**src/rtl/cu_pkg.sv**
```systemverilog
// Shared definitions for the multi-cycle RISC-V control unit: opcodes, FSM
// state encoding, datapath select encodings and the control-vector layout.
package cu_pkg;

    localparam logic [6:0] OP_RTYPE = 7'b0110011;
    localparam logic [6:0] OP_ADDI  = 7'b0010011;
    localparam logic [6:0] OP_LW    = 7'b0000011;
    localparam logic [6:0] OP_SW    = 7'b0100011;
    localparam logic [6:0] OP_BEQ   = 7'b1100011;

    typedef enum logic [3:0] {
        S_FETCH    = 4'd0,
        S_DECODE   = 4'd1,
        S_MEM_ADDR = 4'd2,
        S_MEM_RD   = 4'd3,
        S_MEM_WB   = 4'd4,
        S_MEM_WR   = 4'd5,
        S_EXEC_R   = 4'd6,
        S_EXEC_I   = 4'd7,
        S_ALU_WB   = 4'd8,
        S_BRANCH   = 4'd9,
        S_TRAP     = 4'd10
    } state_e;

    localparam logic [1:0] ALU_ADD   = 2'b00;
    localparam logic [1:0] ALU_SUB   = 2'b01;
    localparam logic [1:0] ALU_FUNCT = 2'b10;

    localparam logic [1:0] SRCA_PC    = 2'b00;
    localparam logic [1:0] SRCA_RS1   = 2'b01;
    localparam logic [1:0] SRCA_OLDPC = 2'b10;

    localparam logic [1:0] SRCB_RS2  = 2'b00;
    localparam logic [1:0] SRCB_FOUR = 2'b01;
    localparam logic [1:0] SRCB_IMM  = 2'b10;

    typedef struct packed {
        logic       mem_read;
        logic       mem_write;
        logic       iord;
        logic       ir_write;
        logic       pc_write;
        logic       pc_write_cond;
        logic       reg_write;
        logic       mem_to_reg;
        logic       pc_source;
        logic [1:0] alu_src_a;
        logic [1:0] alu_src_b;
        logic [1:0] alu_op;
        logic       instr_done;
        logic       illegal;
    } ctrl_t;

endpackage

```
**src/rtl/cu_out_decode.sv**
```systemverilog
// Combinational control-vector decode from FSM state; mem_ready only
// qualifies the fetch writes and the store completion pulse.
module cu_out_decode
    import cu_pkg::*;
(
    input  state_e state_i,
    input  logic   mem_ready_i,
    output ctrl_t  ctrl_o
);

    always_comb begin
        ctrl_o = '0;
        case (state_i)
            S_FETCH: begin
                ctrl_o.mem_read  = 1'b1;
                ctrl_o.alu_src_a = SRCA_PC;
                ctrl_o.alu_src_b = SRCB_FOUR;
                ctrl_o.alu_op    = ALU_ADD;
                ctrl_o.ir_write  = mem_ready_i;
                ctrl_o.pc_write  = mem_ready_i;
            end
            S_DECODE: begin
                ctrl_o.alu_src_a = SRCA_OLDPC;
                ctrl_o.alu_src_b = SRCB_IMM;
                ctrl_o.alu_op    = ALU_ADD;
            end
            S_EXEC_R: begin
                ctrl_o.alu_src_a = SRCA_RS1;
                ctrl_o.alu_src_b = SRCB_RS2;
                ctrl_o.alu_op    = ALU_FUNCT;
            end
            S_EXEC_I, S_MEM_ADDR: begin
                ctrl_o.alu_src_a = SRCA_RS1;
                ctrl_o.alu_src_b = SRCB_IMM;
                ctrl_o.alu_op    = ALU_ADD;
            end
            S_ALU_WB: begin
                ctrl_o.reg_write  = 1'b1;
                ctrl_o.instr_done = 1'b1;
            end
            S_MEM_RD: begin
                ctrl_o.mem_read = 1'b1;
                ctrl_o.iord     = 1'b1;
            end
            S_MEM_WB: begin
                ctrl_o.reg_write  = 1'b1;
                ctrl_o.mem_to_reg = 1'b1;
                ctrl_o.instr_done = 1'b1;
            end
            S_MEM_WR: begin
                ctrl_o.mem_write  = 1'b1;
                ctrl_o.iord       = 1'b1;
                ctrl_o.instr_done = mem_ready_i;
            end
            S_BRANCH: begin
                // zero-gating of pc_write_cond happens in the datapath
                ctrl_o.alu_src_a     = SRCA_RS1;
                ctrl_o.alu_src_b     = SRCB_RS2;
                ctrl_o.alu_op        = ALU_SUB;
                ctrl_o.pc_write_cond = 1'b1;
                ctrl_o.pc_source     = 1'b1;
                ctrl_o.instr_done    = 1'b1;
            end
            S_TRAP: ctrl_o.illegal = 1'b1;
            default: ctrl_o = '0;
        endcase
    end

endmodule

```
**src/rtl/multicycle_cu.sv**
```systemverilog
// Main control FSM of the multi-cycle core: state register, next-state logic
// and retired-instruction counter; outputs come from cu_out_decode.
module multicycle_cu
    import cu_pkg::*;
#(
    parameter int CNT_W = 32
) (
    input  logic             clk,
    input  logic             rst,
    input  logic [6:0]       opcode,
    input  logic             zero,
    input  logic             mem_ready,
    output logic             mem_read,
    output logic             mem_write,
    output logic             iord,
    output logic             ir_write,
    output logic             pc_write,
    output logic             pc_write_cond,
    output logic             reg_write,
    output logic             mem_to_reg,
    output logic             pc_source,
    output logic [1:0]       alu_src_a,
    output logic [1:0]       alu_src_b,
    output logic [1:0]       alu_op,
    output logic             instr_done,
    output logic             illegal,
    output logic [CNT_W-1:0] instret
);

    state_e            state_q, state_d;
    logic [CNT_W-1:0]  instret_q;
    ctrl_t             ctrl, ctrl_g;

    cu_out_decode u_dec (
        .state_i     (state_q),
        .mem_ready_i (mem_ready),
        .ctrl_o      (ctrl)
    );

    always_comb begin
        state_d = state_q;
        case (state_q)
            S_FETCH:  if (mem_ready) state_d = S_DECODE;
            S_DECODE: begin
                case (opcode)
                    OP_RTYPE:     state_d = S_EXEC_R;
                    OP_ADDI:      state_d = S_EXEC_I;
                    OP_LW, OP_SW: state_d = S_MEM_ADDR;
                    OP_BEQ:       state_d = S_BRANCH;
                    default:      state_d = S_TRAP;
                endcase
            end
            S_MEM_ADDR: state_d = (opcode == OP_LW) ? S_MEM_RD : S_MEM_WR;
            S_MEM_RD:   if (mem_ready) state_d = S_MEM_WB;
            S_MEM_WR:   if (mem_ready) state_d = S_FETCH;
            S_EXEC_R, S_EXEC_I: state_d = S_ALU_WB;
            S_ALU_WB, S_MEM_WB, S_BRANCH: state_d = S_FETCH;
            S_TRAP:     state_d = S_TRAP;
            default:    state_d = S_FETCH;
        endcase
    end

    always_ff @(posedge clk) begin
        if (rst) begin
            state_q   <= S_FETCH;
            instret_q <= '0;
        end else begin
            state_q <= state_d;
            if (ctrl.instr_done) instret_q <= instret_q + 1'b1;
        end
    end

    // Reset forces every output low, counter included, regardless of state.
    assign ctrl_g        = rst ? '0 : ctrl;
    assign mem_read      = ctrl_g.mem_read;
    assign mem_write     = ctrl_g.mem_write;
    assign iord          = ctrl_g.iord;
    assign ir_write      = ctrl_g.ir_write;
    assign pc_write      = ctrl_g.pc_write;
    assign pc_write_cond = ctrl_g.pc_write_cond;
    assign reg_write     = ctrl_g.reg_write;
    assign mem_to_reg    = ctrl_g.mem_to_reg;
    assign pc_source     = ctrl_g.pc_source;
    assign alu_src_a     = ctrl_g.alu_src_a;
    assign alu_src_b     = ctrl_g.alu_src_b;
    assign alu_op        = ctrl_g.alu_op;
    assign instr_done    = ctrl_g.instr_done;
    assign illegal       = ctrl_g.illegal;
    assign instret       = rst ? '0 : instret_q;

endmodule

```
**config.mk**
```make
export PLATFORM = sky130hd
export DESIGN_NAME = multicycle_cu
export DESIGN_NICKNAME = d
export VERILOG_FILES = /design/src/rtl/cu_pkg.sv /design/src/rtl/cu_out_decode.sv /design/src/rtl/multicycle_cu.sv
export SDC_FILE = /design/constraint.sdc
export NUM_CORES = 1
export LEC_CHECK = 0
export CORE_ASPECT_RATIO = 1.25
export CORE_MARGIN = 2
export CORE_UTILIZATION = 49
export DETAILED_ROUTE_END_ITERATION = 6
export PLACE_DENSITY = 0.81
export SKIP_LAST_GASP = 1
export SYNTH_ARGS = -nofsm -noshare
export SYNTH_HDL_FRONTEND = slang
export SYNTH_SLANG_ARGS = --single-unit
```
**constraint.sdc**
```tcl
create_clock -name clk -period 2.9 [get_ports clk]
set_input_delay 0.87 -clock clk [delete_from_list [all_inputs] [get_ports clk]]
set_output_delay 0.87 -clock clk [all_outputs]
set_load 0.02 [all_outputs]
```
==> metrics.cfg <==
[setup_path]
startpoint_type=input port
arrival_ns=1.99
critPathMaxFanout=8
worst_setup_path_end_kind=output port
worst-setup-path-type=input port to output port
worstPathRequired_ns=2.03

[detailed_routing]
drc=0
post_drt_wl_per_cell_um=12.8
wl_mm=5.37
ant_nets=0
vias_per_cell=5.51
drt_iter0_drc=131
num_vias=2313
dr.pass1.iters=4

[yosys]
synth_top_family_by_area=simple AND/OR/NAND/NOR gates
ys_types=49
synthAdderAreaFrac_pct=0.556
netlist_area_um2=2250
synth_edf_count=0
synthCells=296
avgSynthCellArea_um2=7.60
muxShareOfSynthArea_pct=2.45
synth_compound_area_share_pct=12.1
ys_warn_count=0
synth_nets=308
synth_ff_type=dfxtp_1
yosysSeqAreaShare_pct=32.0
synth-seq-cells=36
synthArstFlopShare_pct=0
synthSimpleGateAreaFrac_pct=41.4
synth-xor-area-share_pct=6.23

[sta]
worst_pin_slew_ns=0.333
grt_setup_unrepaired=true
period_minus_slack_ns=2.86
setup_violations=0
max_freq_mhz=350
finalHoldViolations=0
relSlewSlack_pct=77.6
finalCritPeriodShare_pct=98.6
holdWs_ns=0.480
drv_slew=0
finalClockSkew_ns=0.00321

[clock_tree]
cts_root_buffer=clkbuf_8
htreeDepth=2
clk_pin_slew_worst_paths_ns=0.07
clk_latency_ns=0.28
post_cts_buffers=0
numCtsBuffers=5
hold_buffers=0
tritoncts=built
clock-sinks=36
cts_max_path_buffers=2

[cells_and_area]
final_common_cell=nor2_1
stdcell_count=420
drive_gt1_share_pct=12.7
final_cell_mix=nor2_1 (34), dfxtp_1 (33), nor2b_1 (32), dlygate4sd2_1 (31), nand2_1 (25)
diodes=0
area_growth_pct=36.3
fin_nets=373

[floorplanning]
die_area_um2=5160
die_w_um=64.6
core-area_um2=4430
start_util_pct=50.9
io_pins=60
die_h_um=79.8
core.rowCount=27

[placement]
portBuffers=58
gp_congestion=0.884
place_hpwl_mm=4.10
placed_cells_incl_taps=412

[power]
power.density_nw_per_um2=495
power_leakage_uw=0.00133
ir_drop_mv=0.411

[global_routing]
antenna_found_initial=0
grt_max_degree=31
grt_pass1_wl_mm=9.05
grt_remaining_overflow=0
grt_pass1_vias=2143
grt_util_all_layers_pct=21.7

[job]
maxCapViolCount=0

[hold_path]
hp-class=flop to flop

[outcome]
status=complete, no violations

## timing repair
action                     4_1_cts  5_1_grt
pin swaps                        0        0
resized for setup               38       15
setup endpoints to repair       38       17
cloned                           0        0
## worst paths after layout
| kind | from | end | slack [ns] | cells past startpoint |
|---|---|---|---|---|
| max | rst | mem_write | 0.04 | 4 |
| min | instret_q[31] | instret_q[31] | 0.48 | 2 |
| max reg2reg | state_q[2] | instret_q[22] | 0.51 | 8 |
| min reg2reg | instret_q[31] | instret_q[31] | 0.48 | 2 |
## registers in the layout, indices dropped and copies added, names as in the netlist
name and flops:
state_q 4, instret_q 32
## cell type report
class | count | area [µm²]
Clock buffer | 7 | 86.3
Clock inverter | 1 | 7.51
Fill cell | 386 | 1360
Inverter | 5 | 18.8
Multi-Input combinational cell | 236 | 1450
Sequential cell | 36 | 724
Tap cell | 58 | 72.6
Timing Repair Buffer | 77 | 713
## through the flow
step | TNS (ns) | power (µW) | util (%) | area [µm²] | setup slack [ns]
6_report | 0 | 1520 | 69.3 | 3070 | 0.0404
5_1_grt | -0.0315 | 1600 | 69.3 | 3070 | -0.0145
4_1_cts | -0.0503 | 1510 | 68.8 | 3040 | -0.0503
3_5_place_dp | -3.41 | 1150 | 67.4 | 2980 | -0.321
3_3_place_gp | -2.76 | 1140 | 67.4 | 2980 | -0.322
2_1_floorplan | 0 | 943 | - | 2270 | 0.0460
## cell families (layout without fill, tap and decap cells)
group	Yosys count	in the layout
buffers and inverters	24	90
AOI/OAI and AO/OA	46	46
xor gates and xnor gates	16	16
adders and majority gates	1	1
DFF	36	36
muxes	5	5
and+or+nand+nor	168	168
## synth_stat cells (2+ instances only)
cell / n / area share [%]
nor3_1: 7 / 1.6
o21ai_0: 16 / 3.6
inv_1: 5 / 0.83
and2_1: 3 / 0.83
or4_1: 3 / 1.0
and3_1: 5 / 1.4
xor2_1: 6 / 2.3
nor2_1: 34 / 5.7
nand3_1: 11 / 2.4
or3_1: 9 / 2.5
xnor2_1: 10 / 3.9
buf_4: 3 / 1.0
nand2_1: 25 / 4.2
nor4_1: 7 / 1.9
nor2b_1: 32 / 8.9
o31ai_1: 3 / 1.0
clkbuf_1: 10 / 1.7
nand4_1: 8 / 2.2
nor4b_1: 2 / 0.78
dfxtp_1: 36 / 32
or2_2: 2 / 0.56
a21oi_1: 17 / 3.8
mux2_2: 4 / 2.0
nand3b_1: 2 / 0.67
buf_6: 2 / 1.0
and4_1: 4 / 1.6
buf_1: 3 / 0.50
nand2b_1: 6 / 1.7
## routing by layer
layer / wire length [µm] / track usage [%]
met2: 2870 / 41.3
met1: 2200 / 23.7
met4: 96 / 7.87
met5: 0 / 0
met3: 210 / 3.81
## power by group
| part | switching (µW) | leakage, µW | internal (µW) |
|---|---|---|---|
| sequential | 72.9 | 0.000292 | 524 |
| clock | 179 | 0.0000445 | 193 |
| combinational | 293 | 0.000992 | 256 |
## critical path, cell delays in order
cell and delay [ns]:
buf_2 0.17, nor3_4 0.17, and3_1 0.17, clkdlybuf4s50_1 0.60
No activity file was read; power rests on OpenSTA's default activity.
